[src/rtl/instr_fetch.sv]
// instr_fetch: MIPS fetch front-end; imem req/ack handshake, instruction register,
// decoded fields on a valid/ready handshake, PC sequencing with branch/jump redirect.
`default_nettype none

module instr_fetch #(
  parameter logic [31:0] RESET_PC = 32'h0000_0000
) (
  input  logic        clk,
  input  logic        rst_n,
  output logic        imem_req,
  output logic [31:0] imem_addr,
  input  logic        imem_ack,
  input  logic [31:0] imem_rdata,
  output logic        instr_valid,
  input  logic        instr_ready,
  input  logic        branch_taken,
  output logic [5:0]  op_code,
  output logic [5:0]  funct_field,
  output logic [4:0]  rs,
  output logic [4:0]  rt,
  output logic [4:0]  rd,
  output logic [15:0] imm,
  output logic [31:0] pc_plus4,
  output logic [31:0] instr_count
);

  typedef enum logic [0:0] {
    FETCH = 1'b0,
    HOLD  = 1'b1
  } state_t;

  localparam logic [5:0] OP_J = 6'b000010;

  state_t      state_q, state_d;
  logic [31:0] pc_q, pc_d;
  logic [31:0] ir_q, ir_d;
  logic [31:0] pc_plus4_q, pc_plus4_d;
  logic [31:0] instr_count_q, instr_count_d;

  logic [31:0] jump_target;
  logic [31:0] branch_target;

  assign jump_target   = {pc_plus4_q[31:28], ir_q[25:0], 2'b00};
  assign branch_target = pc_plus4_q + {{14{ir_q[15]}}, ir_q[15:0], 2'b00};

  always_comb begin
    state_d       = state_q;
    pc_d          = pc_q;
    ir_d          = ir_q;
    pc_plus4_d    = pc_plus4_q;
    instr_count_d = instr_count_q;
    case (state_q)
      FETCH: begin
        if (imem_ack) begin
          ir_d       = imem_rdata;
          pc_plus4_d = pc_q + 32'd4;
          state_d    = HOLD;
        end
      end
      HOLD: begin
        if (instr_ready) begin
          instr_count_d = instr_count_q + 32'd1;
          state_d       = FETCH;
          if (ir_q[31:26] == OP_J) begin
            pc_d = jump_target;
          end else if (branch_taken) begin
            pc_d = branch_target;
          end else begin
            pc_d = pc_plus4_q;
          end
        end
      end
      default: state_d = FETCH;
    endcase
  end

  always_ff @(posedge clk or negedge rst_n) begin
    if (!rst_n) begin
      state_q       <= FETCH;
      pc_q          <= RESET_PC;
      ir_q          <= 32'd0;
      pc_plus4_q    <= 32'd0;
      instr_count_q <= 32'd0;
    end else begin
      state_q       <= state_d;
      pc_q          <= pc_d;
      ir_q          <= ir_d;
      pc_plus4_q    <= pc_plus4_d;
      instr_count_q <= instr_count_d;
    end
  end

  // Gated by rst_n so an in-flight request is withdrawn the moment reset asserts.
  assign imem_req    = rst_n && (state_q == FETCH);
  assign imem_addr   = pc_q;
  assign instr_valid = (state_q == HOLD);

  assign op_code     = ir_q[31:26];
  assign rs          = ir_q[25:21];
  assign rt          = ir_q[20:16];
  assign rd          = ir_q[15:11];
  assign imm         = ir_q[15:0];
  assign funct_field = ir_q[5:0];
  assign pc_plus4    = pc_plus4_q;
  assign instr_count = instr_count_q;

endmodule

`default_nettype wire

[config.mk]
export PLATFORM = sky130hd
export DESIGN_NAME = instr_fetch
export DESIGN_NICKNAME = d
export VERILOG_FILES = /design/src/rtl/instr_fetch.sv
export SDC_FILE = /design/constraint.sdc
export NUM_CORES = 1
export LEC_CHECK = 0
export ABC_AREA = 1
export CELL_PAD_IN_SITES_DETAIL_PLACEMENT = 1
export CELL_PAD_IN_SITES_GLOBAL_PLACEMENT = 1
export CORE_MARGIN = 8
export CORE_UTILIZATION = 25
export CTS_CLUSTER_DIAMETER = 150
export DETAILED_ROUTE_END_ITERATION = 7
export PLACE_DENSITY_LB_ADDON = 0.15
export SLEW_MARGIN = 20
export SYNTH_ARGS = -nofsm -noshare
export SYNTH_HDL_FRONTEND = slang
export SYNTH_SLANG_ARGS = --single-unit
[constraint.sdc]
create_clock -name clk -period 2.78 [get_ports clk]
set_input_delay 0.556 -clock clk [delete_from_list [all_inputs] [get_ports clk]]
set_output_delay 0.556 -clock clk [all_outputs]
set_load 0.01 [all_outputs]
==> flow_summary.ini, run 1 <==
[yosys]
yosys-top-cells-count = nand2_1, dfrtp_1, inv_1, nor2_1, o21ai_0
synth_edf_count = 0
post_synth_num_cell_types = 42
synth_top_area_frac = 0.392
ys_seq_area_frac = 0.392
ys.flop_type = dfrtp_1
synth_fp_nets = 1209
syn_inst = 1140
synth-async-reset-ratio = 1.00
synth.top_cells.by_area = dfrtp_1, nand2_1, inv_1
synth_top_area_cell = dfrtp_1
synth_area_per_cell_um2 = 7.22
yosysMostFrequentCell = nand2_1
ys_ff_latch = 129
ys_warn_count = 0
syn_area_mm2 = 0.00823

[place]
postPlaceCellArea_mm2 = 0.0106
gp_congestion = 0.870
dp_hpwl_mm = 27.1
place_ws_ns = 0.105
numPortBuffers = 177

[pwr]
pwr-share-comb = 0.502
sequentialPowerShare = 0.293
p_sw_mw = 4.86
leakage_nw = 5.27
power.internal_mw = 6.17
pwr-share-clk = 0.204
ir_drop_mv = 0.371
power_density_mw_per_mm2 = 983
swShare = 0.441

[clock_tree]
cts_resized = 0
post_cts_buffers = 0
cts-root-buf = clkbuf_16
hold_buffers = 0
htreeDepth = 4
clock-sinks = 129
path_clk_slew_ns = 0.06
cts_tree = yes
insertion_delay_ns = 0.42
cts_buffers = 17
clockBufferDepth = 2

[critical_path]
cpLargestDelayFamily = compound AO/OA/AOI/OAI gates
setup.worst_path.start = ir_q[12]$_DFFE_PN0P_
critical_path_arrival_ns = 2.93
crit_top_cell = nand2_1
cp.required_ns = 3.13
endpoint_kind = register
slowest_delay_ns = 0.45
cp_cell_sequence = ha_1, a21oi_1, o21bai_1, a21oi_1, nand3_1, nand2_1, nand2_1, o21ai_0, nand2_1, nand2_1
path_buf_inv = 0
crit_path_max_fanout = 5
worst_path_max_delay_cell = a21oi_1
path_class = reg -> reg
start_kind = register
worstReg2RegStart = ir_q[12]$_DFFE_PN0P_

[final_layout]
final_nets = 1397
finalInstanceArea_mm2 = 0.0112
diodes = 0
layout-drive-gt1-share = 0.0671
syn_to_final_growth_pct = 36.2

[routing]
drc_errors = 0
antenna_left = 0
drtIter0Drc = 392
via_per_inst = 4.56
dr.pass1.iters = 5
detail_route.wirelength_mm = 34.2
drt-wirelength-per-cell_um = 19.2
vias = 8133

[min_path]
min_path_type = in -> async

[run_status]
status = finished clean

[floorplan]
die_y_um = 197
rows = 66
boundaryPins = 178
initial_core_util = 0.254
die_x_um = 197
coreArea_mm2 = 0.0325
die_area_mm2 = 0.0390

[global_route]
grt_pass1_vias = 8763
busiest_layer = met2
grt_pass1_wl_mm = 53.4
grtUsageTotal = 0.179
use_met3 = 0.0376
grt_antenna_before_repair = 0
grt_max_degree = 130
use_met1 = 0.239
grt_use_met2 = 0.291
gr-total-overflow = 0

[sta]
maxSlewViolCount = 0
rsz0062_at_grt = false
min_period_over_period = 0.927
fin_ws_ns = 0.203
holdWs_ns = 0.232
setup_viol = 0
max_freq_mhz = 388
finClkSkew_ns = 0.0119
worst_pin_slew_ns = 0.775
hold_violations = 0
period_minus_slack_ns = 2.58
relSlewSlack = 0.484
tns_ns = 0

[flow_run]
maxCapViolCount = 0
-- power groups by stage --
stage               combinational (mW)  sequential (mW)  clock (mW)
CTS                               5.62             3.24        2.32
global route                      6.19             3.34        2.39
detailed placement                5.58             3.26           0
floorplan                         2.66             3.28           0
finish                            5.54             3.23        2.25
global placement                  5.54             3.27           0
-- cell families (layout without fill, tap and decap cells) --
logic type,Yosys count,after routing,synth area share
and+or+nand+nor,577,577,0.300
AOI/OAI and AO/OA,190,190,0.123
buffers and inverters,157,358,0.0768
DFF,129,129,0.392
xor gates and xnor gates,55,55,0.0585
adders and majority gates,32,32,0.0496
-- path summary, 6_finish.rpt --
path	end	slack (ns)	cells past startpoint
setup / recovery	imem_addr[21]$_DFFE_PN0P_	0.20	10
hold / removal	ir_q[28]$_DFFE_PN0P_	0.23	2
setup reg to reg	imem_addr[21]$_DFFE_PN0P_	0.20	10
hold reg to reg	instr_count[31]$_DFFE_PN0P_	0.50	1
max in group asynchronous	ir_q[15]$_DFFE_PN0P_	1.90	2
min in group clk	instr_count[31]$_DFFE_PN0P_	0.50	1
-- worst register-to-register path: stages, from the launching register on --
cell and delay [ns]:
dfrtp_1 0.39, ha_1 0.38, a21oi_1 0.46, o21bai_1 0.17, a21oi_1 0.31, nand3_1 0.24
nand2_1 0.11, nand2_1 0.05, o21ai_0 0.24, nand2_1 0.10, nand2_1 0.07
-- metal layers --
layer / wire (µm) / part of all wire / vias to the layer above
met5: 0 / 0 / -
met4: 436 / 0.013 / 0
met3: 1530 / 0.045 / 19
met2: 16200 / 0.47 / 134
met1: 16000 / 0.47 / 3931
li1: - / - / 4049
-- layout by cell type, fill, tap and decap left out, types with 4 or more instances in the layout --
master | netlist | layout
xor2_1 | 33 | 33
dfrtp_1 | 129 | 128
o21bai_1 | 4 | 4
nand3_1 | 49 | 49
o211ai_1 | 8 | 8
xnor2_1 | 22 | 22
nand4_1 | 20 | 20
inv_1 | 115 | 115
nand3_2 | 4 | 4
nor3_2 | 4 | 4
o21ai_0 | 81 | 81
a31oi_1 | 4 | 4
nor3_1 | 19 | 19
nand2_1 | 367 | 366
clkinv_2 | 0 | 5
clkdlybuf4s50_1 | 0 | 176
a21oi_1 | 79 | 79
nor2_1 | 92 | 92
buf_4 | 11 | 31
ha_1 | 31 | 31
clkbuf_16 | 0 | 17
-- layout make-up --
| type | instances | area [µm²] |
|---|---|---|
| Timing Repair Buffer | 209 | 2030 |
| Inverter | 117 | 439 |
| Multi-Input combinational cell | 854 | 4380 |
| Sequential cell | 129 | 3230 |
| Clock buffer | 22 | 474 |
| Clock inverter | 10 | 109 |
| Tap cell | 442 | 553 |
| Fill cell | 3941 | 21200 |
-- registers in the layout (all words and copies together), names as in the netlist --
name	flops
imem_addr	32
ir_q	32
instr_count	32
pc_plus4	32
instr_valid	1
-- through the flow --
| stage | cells | total power, mW | utilization |
|---|---|---|---|
| 4_1_cts | 1783 | 11.2 | 0.345 |
| 3_3_place_gp | 1751 | 8.81 | 0.327 |
| 2_1_floorplan | 1140 | 5.95 | - |
| 6_report | 1783 | 11.0 | 0.345 |
| 3_5_place_dp | 1751 | 8.84 | 0.327 |
| 5_1_grt | 1783 | 11.9 | 0.345 |
(Power assumes the default switching activity.)
==> run 2: changes to the inputs <==
==> constraint.sdc (replaced) <==
create_clock -name clk -period 3.2 [get_ports clk]
set_input_delay 0.64 -clock clk [delete_from_list [all_inputs] [get_ports clk]]
set_output_delay 0.64 -clock clk [all_outputs]
set_load 0.02 [all_outputs]
==> flow_summary.ini, run 2 (same netlist as run 1, synthesis figures left out) <==
[critical_path]
critical_path_arrival_ns = 2.97
reg2reg_slack_ns = 0.52
endpoint_kind = register
crit_path_max_fanout = 18
path_class = reg -> reg
worstRegToRegCells = 11
worstReg2RegStart = ir_q[15]$_DFFE_PN0P_
start_kind = register
cp.required_ns = 3.50
r2r_end = imem_addr[28]$_DFFE_PN0P_

[place]
dp_hpwl_mm = 26.9
place_ws_ns = 0.570
gp_congestion = 0.818
numPortBuffers = 177

[sta]
max_freq_mhz = 373
worst_pin_slew_ns = 0.976
rsz0062_at_grt = false
period_minus_slack_ns = 2.68
fin_ws_ns = 0.523
setup_viol = 0
hold_violations = 0
relSlewSlack = 0.349
finClkSkew_ns = 0.0101
min_period_over_period = 0.837
maxSlewViolCount = 0
tns_ns = 0

[floorplan]
initial_core_util = 0.254
boundaryPins = 178
rows = 66
die_x_um = 197
coreArea_mm2 = 0.0325
die_area_mm2 = 0.0390
die_y_um = 197

[clock_tree]
cts-root-buf = clkbuf_16
clock-sinks = 129
htreeDepth = 4
cts_tree = yes
cts_buffers = 17
insertion_delay_ns = 0.42
path_clk_slew_ns = 0.06
clockBufferDepth = 2
cts_resized = 0
post_cts_buffers = 0
hold_buffers = 0

[flow_run]
maxCapViolCount = 0

[global_route]
grt_pass1_vias = 8767
grt_pass1_wl_mm = 52.7
grt_max_degree = 73
grt_antenna_before_repair = 0
gr-total-overflow = 0
grtUsageTotal = 0.175

[final_layout]
final_cell_mix = nand2_1, clkdlybuf4s50_1, dfrtp_1
final_common_cell = nand2_1
layout-drive-gt1-share = 0.0537
final_nets = 1377
syn_to_final_growth_pct = 35.1
diodes = 0

[routing]
antenna_left = 0
via_per_inst = 4.63
vias = 8160
drc_errors = 0
detail_route.wirelength_mm = 34.0
dr.pass1.iters = 4
drt-wirelength-per-cell_um = 19.3
drtIter0Drc = 399

[min_path]
min_path_type = in -> async

[pwr]
power_density_mw_per_mm2 = 906
leakage_nw = 5.19
ir_drop_mv = 0.339

[run_status]
status = finished clean
run 2: power breakdown:
| part | switching, mW | internal [mW] |
|---|---|---|
| clock | 0.790 | 1.37 |
| sequential | 0.766 | 2.12 |
| combinational | 3.09 | 1.95 |
| total | 4.64 | 5.44 |
run 2: cell type report:
| class | count | area (µm²) |
|---|---|---|
| timing repair buffer | 189 | 1880 |
| tap | 442 | 553 |
| clock inverter | 12 | 179 |
| inverter | 117 | 439 |
| fill | 3909 | 21300 |
| multi-input combinational | 854 | 4380 |
| sequential | 129 | 3230 |
| clock buffer | 20 | 467 |
run 2: worst max-delay path by stage:
stage	startpoint	to	slack, ns	depth (start not counted)
floorplan	ir_q[0]$_DFFE_PN0P_	imem_addr[30]$_DFFE_PN0P_	1.10	14
global placement	ir_q[15]$_DFFE_PN0P_	imem_addr[22]$_DFFE_PN0P_	0.57	10
detailed placement	ir_q[15]$_DFFE_PN0P_	imem_addr[18]$_DFFE_PN0P_	0.57	10
CTS	ir_q[15]$_DFFE_PN0P_	imem_addr[22]$_DFFE_PN0P_	0.54	10
global route	ir_q[15]$_DFFE_PN0P_	imem_addr[18]$_DFFE_PN0P_	0.24	10
finish	ir_q[15]$_DFFE_PN0P_	imem_addr[28]$_DFFE_PN0P_	0.52	11
run 2: metrics by stage:
stage	power, mW	utilization	instance area, µm²	hold WS [ns]	std cells
final	10.1	0.343	11100	0.467	1763
after CTS	10.2	0.343	11100	0.482	1763
after global placement	7.96	0.323	10500	0.471	1731
after global routing	10.8	0.343	11100	0.506	1763
after floorplan	5.57	-	8230	0.344	1140
after detailed placement	7.98	0.323	10500	0.465	1731
run 2: routing by layer:
layer,vias up,track usage,routed length (µm)
met2,109,0.297,16600
met4,0,0.0340,304
met3,21,0.0400,1450
met1,4014,0.226,15700
met5,-,0,0
li1,4016,-,-
run 2: critical path, stage by stage (launching register included):
cell	delay, ns
dfrtp_1	0.81
ha_1	0.40
a21oi_1	0.22
o21ai_0	0.19
a21oi_1	0.27
nor2_1	0.09
nor2_1	0.15
nand2_1	0.07
nand2_1	0.06
nand3_1	0.07
nand2_1	0.15
nand2_1	0.06
